===== src/rtl/sad_pkg.sv =====
// sad_pkg: shared SAD sizing constants and controller state encodings
package sad_pkg;
  localparam int N_PIX = 256;
  localparam int PIX_W = 8;
  localparam int I_W = $clog2(N_PIX) + 1;
  localparam int SUM_W = PIX_W + $clog2(N_PIX);
  typedef enum logic [2:0] {S0, S1, S2, S3, S4} sad_state_t;
endpackage


===== src/rtl/sad_absdiff.sv =====
// sad_absdiff: combinational unsigned |a-b|
module sad_absdiff
  import sad_pkg::*;
(
  input  logic [PIX_W-1:0] a,
  input  logic [PIX_W-1:0] b,
  output logic [PIX_W-1:0] d
);
  logic [PIX_W:0] diff;
  // one extra bit carries the sign; negate the low bits when a < b
  always_comb begin
    diff = {1'b0, a} - {1'b0, b};
    d = diff[PIX_W] ? PIX_W'(-diff[PIX_W-1:0]) : diff[PIX_W-1:0];
  end
endmodule


===== src/rtl/sad_datapath.sv =====
// sad_datapath: SAD index/accumulator/result registers; SAD_MINTRACK_EN adds best-SAD tracking
module sad_datapath
  import sad_pkg::*;
(
  input  logic             clk,
  input  logic             rst,
  input  logic             i_clr,
  input  logic             i_inc,
  input  logic             sum_clr,
  input  logic             sum_ld,
  input  logic             AB_rd,
  input  logic             sadreg_clr,
  input  logic             sadreg_ld,
  output logic             i_lt_256,
  output logic [I_W-2:0]   mem_addr,
  output logic             mem_rd,
  input  logic [PIX_W-1:0] a_data,
  input  logic [PIX_W-1:0] b_data,
  output logic [SUM_W-1:0] sad,
`ifdef SAD_MINTRACK_EN
  output logic [SUM_W-1:0] best_sad,
  output logic [7:0]       best_idx,
  output logic [7:0]       run_cnt,
`endif
  output logic             sad_valid
);
  logic [I_W-1:0]   idx;
  logic [SUM_W-1:0] acc;
  logic [PIX_W-1:0] ad;
  sad_absdiff u_absdiff (.a(a_data), .b(b_data), .d(ad));
  assign i_lt_256 = idx < I_W'(N_PIX);
  assign mem_addr = idx[I_W-2:0];
  assign mem_rd = AB_rd & i_lt_256;
  // pixel index, saturating at N_PIX so stray increments cannot wrap
  always_ff @(posedge clk)
    if (rst || i_clr) idx <= '0;
    else if (i_inc && i_lt_256) idx <= idx + I_W'(1);
  // |A-B| accumulator, frozen once the index has run past the block
  always_ff @(posedge clk)
    if (rst || sum_clr) acc <= '0;
    else if (sum_ld && i_lt_256) acc <= acc + SUM_W'(ad);
  // result register captures the pre-update accumulator
  always_ff @(posedge clk)
    if (rst || sadreg_clr) begin
      sad <= '0;
      sad_valid <= 1'b0;
    end else if (sadreg_ld) begin
      sad <= acc;
      sad_valid <= 1'b1;
    end
`ifdef SAD_MINTRACK_EN
  // smallest SAD seen across runs; ties keep the earlier run index
  always_ff @(posedge clk)
    if (rst) begin
      best_sad <= '1;
      best_idx <= '0;
      run_cnt <= '0;
    end else if (sadreg_ld) begin
      if (acc < best_sad) begin
        best_sad <= acc;
        best_idx <= run_cnt;
      end
      run_cnt <= run_cnt + 8'd1;
    end
`endif
endmodule


===== config.mk =====
export PLATFORM = sky130hd
export DESIGN_NAME = sad_datapath
export DESIGN_NICKNAME = d
export VERILOG_FILES = /design/src/rtl/sad_pkg.sv /design/src/rtl/sad_absdiff.sv /design/src/rtl/sad_datapath.sv
export SDC_FILE = /design/constraint.sdc
export NUM_CORES = 1
export LEC_CHECK = 0
export CAP_MARGIN = 20
export CORE_MARGIN = 5
export CORE_UTILIZATION = 55
export CTS_CLUSTER_SIZE = 14
export DETAILED_ROUTE_END_ITERATION = 7
export GPL_TIMING_DRIVEN = 0
export HOLD_SLACK_MARGIN = 0.15
export PLACE_DENSITY = 0.89
export SLEW_MARGIN = 0
export SYNTH_ARGS = -nofsm -noshare
export SYNTH_HDL_FRONTEND = slang
export SYNTH_SLANG_ARGS = --single-unit
export TNS_END_PERCENT = 5

===== constraint.sdc =====
create_clock -name clk -period 9.4 [get_ports clk]
set_input_delay 1.88 -clock clk [delete_from_list [all_inputs] [get_ports clk]]
set_output_delay 1.88 -clock clk [all_outputs]
set_load 0.05 [all_outputs]

==> results of run 1 <==
[power by group through the flow]
stage	logic, mW	clock network (mW)	registers, mW
2_1_floorplan	0.113	0	0.192
3_3_place_gp	0.143	0	0.190
3_5_place_dp	0.149	0	0.191
4_1_cts	0.150	0.146	0.186
5_1_grt	0.164	0.155	0.187
6_report	0.149	0.143	0.186
[worst max-delay path, delay by kind of cell]
family / cells / cell delay (ns)
fa+ha+maj: 3 / 0.85
buf+inv: 2 / 0.51
mux: 1 / 0.32
compound gates: 10 / 2.21
[state kept, by name, summed over array words and instances, names as in the netlist]
name       cells
sad_valid      1
sad           16
idx            9
acc           16
[worst max-delay path by stage]
stage,startpoint,end,slack (ns)
after global placement,b_data[0],acc[11],3.70
after CTS,b_data[0],acc[9],3.86
after global routing,b_data[0],acc[15],3.54
after floorplan,a_data[0],acc[12],4.41
after detailed placement,b_data[0],acc[9],3.59
final,b_data[0],acc[15],3.86
[cell type report]
| cell class | count | share of cell area, % |
|---|---|---|
| inverters | 14 | 1.626 |
| clock buffers | 5 | 2.129 |
| multi-input cells | 219 | 48.16 |
| repair buffers | 50 | 15.49 |
| clock inverters | 3 | 1.355 |
| flip-flops and latches | 42 | 26.02 |
| well taps | 52 | 2.013 |
| plain buffers | 17 | 3.213 |
[layer usage]
| metal | track usage (%) | up-vias |
|---|---|---|
| met1 | 19.97 | 1035 |
| met2 | 32.88 | 39 |
| met4 | 5.944 | 0 |
| met3 | 3.318 | 8 |
| li1 | - | 1103 |
| met5 | 0 | - |
[synthesized netlist by cell type, types with 8 or more instances]
cell type / number
nor2_1: 46
dfxtp_1: 42
a21oi_1: 19
ha_1: 19
nand2_1: 19
mux2i_1: 17
xnor2_1: 15
inv_1: 14
o21ai_0: 10
xor2_1: 9
buf_4: 8
[metrics by stage]
| stage | worst slack, ns | instances |
|---|---|---|
| final | 3.862 | 402 |
| after global routing | 3.542 | 402 |
| after CTS | 3.855 | 402 |
| after detailed placement | 3.590 | 394 |
| after global placement | 3.703 | 394 |
| after floorplan | 4.409 | 292 |
[kinds of logic (layout without fill, tap and decap cells)]
group,count (synthesis),count (layout),synth area share (%)
fa+ha+maj,21,21,10.88
flops,42,42,32.93
xor+xnor,24,24,8.232
compound gates,52,52,13.82
buf+inv,31,89,6.124
mux,18,18,7.251
simple gates,104,104,20.77
==> impl_metrics.json, run 1 <==
{
  "viasPerCell": 5.435,
  "irDropWorstVdd_uv": 105.5,
  "syn_nets": 338,
  "avgSynthCellArea_sq_um": 8.746,
  "ys_seq_area_share_pct": 32.93,
  "fin_nets": 395,
  "yosysTopAreaCell": "dfxtp_1",
  "die_h_um": 78.14,
  "via_count": 2185,
  "synth.distinct_cells": 45,
  "dieArea_sq_um": 6106,
  "fin_crit_ns": 5.538,
  "status": "complete, no violations",
  "cts_tree": "yes",
  "final_common_cell": "clkdlybuf4s50_1",
  "slowest_stage": "a31oi_1",
  "p_total_uw": 479.0,
  "grt_setup_unrepaired": "no",
  "synth.cell_area_sq_um": 2554,
  "met2_length_mm": 2.808,
  "grtUsageTotal_pct": 17.59,
  "r2r-end": "acc[14]",
  "slew_headroom_pct": 62.83,
  "initial_utilization_pct": 57.46,
  "post_dp_cell_area_sq_um": 3119,
  "wl_met1_mm": 2.305,
  "required_ns": 9.63,
  "top_layer": "met4",
  "antenna_cells": 0,
  "wl_per_cell_um": 13.36,
  "io_pins": 52,
  "ctsHoldBuffers": 0,
  "synth_top_cell_area_share_pct": 32.93,
  "worstSetupStartpointType": "input pin",
  "maxCapViolCount": 0,
  "drtIter0Drc": 65,
  "synth_area_leaders": "dfxtp_1, ha_1, nor2_1",
  "max_stage_delay_ns": 0.50,
  "holdWs_ns": 0.4720,
  "dr.pass1.iters": 4,
  "hold_path.class": "reg2reg",
  "reg2reg_depth": 8,
  "drc": 0,
  "fin_crit_sh_pct": 58.91,
  "grt_overflow": 0,
  "grt_pass1_wl_mm": 8.887,
  "pwr-share-seq_pct": 38.9,
  "path_clk_slew_ns": 0.09,
  "layout_common_cells": "clkdlybuf4s50_1, nor2_1, dfxtp_1",
  "cell_internal_pwr_uw": 329.5,
  "clock_path_buffers": 2,
  "cts_made_buffers": 5,
  "worstPathArrival_ns": 5.77,
  "gp_congestion": 0.8317,
  "grt_max_degree": 15,
  "critPathCaptureType": "flop",
  "yosys_most_used_dff": "dfxtp_1",
  "clockRootBuffer": "clkbuf_8",
  "power_density_nw_per_um2": 148.2,
  "drive_gt1_share_pct": 10.57,
  "fillCellCount": 352,
  "syn2layout_area_growth_pct": 26.56,
  "routed_wl_mm": 5.370,
  "h-tree-depth": 2,
  "postCtsSetupBuffers": 0,
  "switchingPower_uw": 149.5,
  "coreArea_sq_um": 4444,
  "hold_viol": 0,
  "tightest_slew_ns": 0.5549,
  "p_comb_share_pct": 31.2,
  "r2r_start": "acc[0]",
  "clock_sinks": 42,
  "synth_cells": 292,
  "synth_edf_count": 0,
  "grt_pass1_vias": 2087,
  "holdPathStages": 2,
  "cts_resized": 0,
  "finalClockSkew_ns": 0.008094,
  "yosysWarnings": 0,
  "max_freq_mhz": 180.6,
  "leakage_nw": 1.316,
  "ys_async_sr_fraction_pct": 0,
  "clock_latency_ns": 0.29,
  "criticalPathCategory": "in2reg",
  "port_buffers": 50,
  "worstPathMaxFanout": 8,
  "tns_ns": 0,
  "reg2reg_slack_ns": 7.27,
  "multi_input_area_sq_um": 1556,
  "register_area_sq_um": 840.8,
  "antenna_found_initial": 0,
  "hpwl_mm": 4.316,
  "die_w_um": 78.14,
  "met3_length_um": 184,
  "min_from": "sad_valid",
  "clockPowerShare_pct": 29.9,
  "swShare_pct": 31.21,
  "setup_viol": 0,
  "final_util_pct": 72.72,
  "fin_area_sq_um": 3232,
  "min_to": "sad_valid",
  "num_rows": 24,
  "antenna_left": 0,
  "ys_ff_latch": 42,
  "final_max_slew_viol_count": 0,
  "path_cells": "clkdlybuf4s50_1 > ha_1 > inv_1 > fa_1 > a211oi_2 > o21ai_1 > a21o_1 > a21o_4 > mux2_4 > ha_1 > a21o_1 > a21oi_2 > o211ai_1 > a31oi_1 > o21ai_0 > a21oi_1"
}
Note: power is estimated with default switching activity, not from simulation.
==> inputs of run 2 (changes only) <==
- CORE_UTILIZATION: 55 -> 47
- PLACE_DENSITY: 0.89 -> 0.81
- clock period: 9.4 -> 4.6 ns (I/O delays scaled with it)
==> run 2 against run 1 <==
  * Utilization shrank 10 points
  * Worst hold slack gained 0.0017 ns
  * Via count shrank 2.7%
  * Critical path depth is the same
  * Power grew 92%
  * Non-clock buffer count is the same
  * Global-route usage shrank 3.3 points
  * Combinational power grew 110%
  * Register-to-register slack lost 4.7 ns
  * Design area grew 0.39%
  * Routed wire length shrank 8.9%
  * Largest cell class unchanged
  * Largest power group unchanged
==> impl_metrics.json, run 2 (same netlist as run 1, synthesis figures left out) <==
{
  "irDropWorstVdd_uv": 150.1,
  "via_count": 2126,
  "startpoint": "b_data[0]",
  "worst_slack_ns": 0.1853,
  "final_max_slew_viol_count": 0,
  "worstSetupStartpointType": "input pin",
  "finalClockSkew_ns": 0.005090,
  "min_from": "sad_valid",
  "drc": 0,
  "port_buffers": 50,
  "grt_overflow": 0,
  "antenna_left": 0,
  "criticalPathCategory": "in2reg",
  "fin_nets": 395,
  "die_h_um": 83.71,
  "drtIter0Drc": 150,
  "clock_sinks": 42,
  "maxCapViolCount": 0,
  "drive_gt1_share_pct": 10.63,
  "slew_headroom_pct": 66.49,
  "num_rows": 26,
  "dr.pass1.iters": 4,
  "grtUsageTotal_pct": 14.26,
  "cts_made_buffers": 5,
  "post-place-ws_ns": -0.2285,
  "clock_latency_ns": 0.29,
  "setup_viol": 0,
  "io_pins": 52,
  "hpwl_mm": 3.951,
  "worstPathArrival_ns": 4.62,
  "tightest_slew_ns": 0.5010,
  "layout_common_cells": "clkdlybuf4s50_1, nor2_1, dfxtp_1",
  "gp_congestion": 0.8557,
  "routed_wl_mm": 4.893,
  "max_freq_mhz": 226.5,
  "coreArea_sq_um": 5205,
  "largestRegisters": "acc (16), sad (16), idx (9)",
  "clockRootBuffer": "clkbuf_8",
  "worstPathMaxFanout": 8,
  "leakage_nw": 1.303,
  "grt_setup_unrepaired": "no",
  "grt_max_degree": 12,
  "post_dp_cell_area_sq_um": 3142,
  "wl_per_cell_um": 11.71,
  "h-tree-depth": 2,
  "path_clk_slew_ns": 0.07,
  "die_w_um": 83.71,
  "final_common_cell": "clkdlybuf4s50_1",
  "required_ns": 4.81,
  "hold_path.class": "reg2reg",
  "hold_viol": 0,
  "power_density_nw_per_um2": 284.2,
  "antenna_found_initial": 0,
  "fin_crit_ns": 4.415,
  "syn2layout_area_growth_pct": 27.05,
  "clock_path_buffers": 2,
  "antenna_cells": 0,
  "dieArea_sq_um": 7007,
  "critPathCaptureType": "flop",
  "viasPerCell": 5.086,
  "grt_pass1_vias": 1961,
  "initial_utilization_pct": 49.06,
  "fin_crit_sh_pct": 95.97,
  "ctsHoldBuffers": 0,
  "r2r_start": "acc[0]",
  "grt_pass1_wl_mm": 8.424,
  "fin_area_sq_um": 3244,
  "cts_tree": "yes",
  "status": "complete, no violations"
}
==> run 2: final timing paths <==
kind	end	slack, ns	cells after the start
worst min-delay path	sad_valid	0.47	2
worst max-delay path	acc[13]	0.19	16
worst max register to register	acc[8]	2.53	8
worst min register to register	sad_valid	0.47	2
==> run 2: area by class of cell <==
type | count | area, sq um
Clock buffer | 6 | 82.58
Timing Repair Buffer | 50 | 500.5
Multi-Input combinational cell | 219 | 1577
Buffer | 17 | 103.9
Sequential cell | 42 | 840.8
Inverter | 14 | 52.55
Fill cell | 480 | 1961
Tap cell | 70 | 87.58
==> run 2: stage by stage <==
step	cells	power (mW)	util, %	hold WS, ns	setup TNS (ns)
final	418	0.9219	62.33	0.4737	0
after global routing	418	0.9831	62.33	0.5206	0
after CTS	418	0.9148	61.95	0.4778	0
after detailed placement	412	0.6895	60.36	0.4622	-1.224
after global placement	412	0.6825	60.36	0.4497	-0.7413
after floorplan	292	0.6244	-	0.4488	0
==> run 2: worst max-delay path, stage by stage <==
cell and delay [ns]:
clkdlybuf4s50_1 0.45, ha_1 0.16, inv_1 0.05, fa_1 0.41, a211oi_2 0.27, o21ai_1 0.11
a21o_1 0.20, a21o_4 0.25, mux2_4 0.32, ha_1 0.28, a21o_1 0.12, a21oi_2 0.08
o211ai_1 0.29, a31oi_4 0.18, or3_1 0.33, a21oi_1 0.19
==> run 2: what timing repair did <==
item	in CTS	in global routing
endpoints found under the hold margin	0	0
setup buffers	0	0
resized for setup	0	4
endpoints found under the setup margin	0	4
==> run 2: power by group <==
part / leakage, nW / switching [mW] / internal (mW)
Sequential: 0.339 / 0.00885 / 0.372
Clock: 0.0431 / 0.112 / 0.116
Combinational: 0.920 / 0.172 / 0.140
Total: 1.30 / 0.293 / 0.629
==> run 2: per-layer routing <==
metal,up-vias,GRT usage [%],wire length (um)
li1,1101,-,-
met5,-,0,0
met3,8,4.047,277
met2,57,23.86,2297
met1,960,17.15,2209
met4,0,5.702,108
==> inputs of run 3 (changes only) <==
- PLACE_DENSITY: 0.81 -> 0.85
==> run 3 against run 2 <==
  * Fmax shrank 1.1%
  * Critical path depth stayed put
  * Largest cell class unchanged
  * Power increased by 0.20%
  * Sequential share of layout area about the same
  * Setup slack worse by 0.048 ns
  * Critical endpoint is now acc[15]
  * Non-clock buffer count rose by 1
  * Clock power is 4% lower
  * Highest routed layer unchanged
  * Design area grew 0.19%
  * Via count is 2.8% higher
==> impl_metrics.json, run 3 (same netlist as run 1, synthesis figures left out) <==
{
  "status": "complete, no violations",
  "worstPathMaxFanout": 8,
  "die_h_um": 83.71,
  "grtUsageTotal_pct": 14.77,
  "startpoint": "b_data[0]",
  "worstSetupStartpointType": "input pin",
  "worstPathArrival_ns": 4.68,
  "antenna_cells": 0,
  "hpwl_mm": 4.226,
  "drtIter0Drc": 156,
  "initial_utilization_pct": 49.06,
  "p_total_uw": 923.7,
  "slew_headroom_pct": 64.13,
  "wl_per_cell_um": 12.46,
  "criticalPathCategory": "in2reg",
  "clock_path_buffers": 2,
  "fin_crit_ns": 4.463,
  "drc": 0,
  "io_pins": 52,
  "r2r_start": "acc[0]",
  "cts_tree": "yes",
  "fin_crit_sh_pct": 97.02,
  "syn2layout_area_growth_pct": 27.29,
  "setup_viol": 0,
  "leakage_nw": 1.308,
  "hold_viol": 0,
  "worst_slack_ns": 0.1372,
  "post_dp_cell_area_sq_um": 3142,
  "tightest_slew_ns": 0.5364,
  "dieArea_sq_um": 7007,
  "finalClockSkew_ns": 0.006193,
  "h-tree-depth": 2,
  "layout_common_cells": "clkdlybuf4s50_1, nor2_1, dfxtp_1",
  "power_density_nw_per_um2": 284.2,
  "num_rows": 26,
  "routed_wl_mm": 5.234,
  "hold_path.class": "reg2reg",
  "antenna_left": 0,
  "coreArea_sq_um": 5205,
  "final_common_cell": "clkdlybuf4s50_1",
  "grt_max_degree": 13,
  "maxCapViolCount": 0,
  "viasPerCell": 5.205,
  "grt_overflow": 0,
  "grt_pass1_wl_mm": 8.852,
  "min_from": "sad_valid",
  "die_w_um": 83.71,
  "fin_nets": 396,
  "via_count": 2186,
  "clock_latency_ns": 0.29,
  "cts_made_buffers": 5,
  "gp_congestion": 0.7903,
  "max_freq_mhz": 224.1,
  "critPathCaptureType": "flop",
  "grt_pass1_vias": 2096,
  "largestRegisters": "acc (16), sad (16), idx (9)",
  "drive_gt1_share_pct": 11.43,
  "antenna_found_initial": 0,
  "clockRootBuffer": "clkbuf_8",
  "path_clk_slew_ns": 0.08,
  "port_buffers": 50,
  "final_max_slew_viol_count": 0,
  "dr.pass1.iters": 4,
  "post-place-ws_ns": -0.2904,
  "clock_sinks": 42,
  "irDropWorstVdd_uv": 126.8,
  "fin_area_sq_um": 3251,
  "required_ns": 4.81
}
run 3: cell count changes in the layout (fill, tap and decap cells not counted), sizes merged:
cell    before  now
buf         11   12
clkinv       0    2
clkbuf      12   11
run 3: metal layers:
layer,GRT usage [%],share of wire (%),up-vias
met5,0,0,-
met1,17.13,43,1009
li1,-,-,1108
met4,5.556,1.7,0
met3,2.764,5.2,11
met2,26.68,50,58
run 3: area by class of cell:
type,instances,area [sq um]
fillers,458,1954
multi-input cells,219,1579
flip-flops and latches,42,840.8
repair buffers,51,508.0
plain buffers,17,103.9
well taps,70,87.58
clock buffers,5,68.82
inverters,14,52.55
clock inverters,2,10.01
run 3: worst paths after layout:
path	end	slack (ns)	cells after the start
worst max-delay path	acc[15]	0.14	16
worst min-delay path	sad_valid	0.48	2
worst max register to register	acc[8]	2.51	8
worst min register to register	sad_valid	0.48	2
run 3: power by group:
group / switching [mW] / internal, mW
Sequential: 0.00915 / 0.372
Combinational: 0.179 / 0.144
Clock: 0.117 / 0.102
run 3: stage by stage:
step / setup TNS (ns) / cells / hold WS, ns / util [%]
after floorplan: 0 / 292 / 0.4488 / -
final: 0 / 420 / 0.4767 / 62.45
after global placement: -0.7993 / 412 / 0.4498 / 60.36
after global routing: -0.009948 / 420 / 0.5038 / 62.45
after CTS: 0 / 419 / 0.4818 / 62.00
after detailed placement: -1.595 / 412 / 0.4649 / 60.36
run 3: repair_timing:
action                                  4_1_cts  5_1_grt
cloned                                        0        0
endpoints found under the setup margin        1        4
resized for setup                             1        4
buffers inserted                              0        1
pin swaps                                     0        3
hold buffers                                  0        0
endpoints found under the hold margin         0        0
run 3: worst max-delay path, stage by stage:
cell and delay (ns):
clkdlybuf4s50_1 0.46, ha_1 0.16, inv_1 0.06, fa_2 0.35, a211oi_2 0.30, o21ai_1 0.13, a21o_1 0.20, a21o_4 0.25
mux2_4 0.32, ha_1 0.28, a21o_1 0.12, a21oi_2 0.07, o211ai_1 0.33, a31oi_4 0.19, or3_1 0.38, a21oi_1 0.16
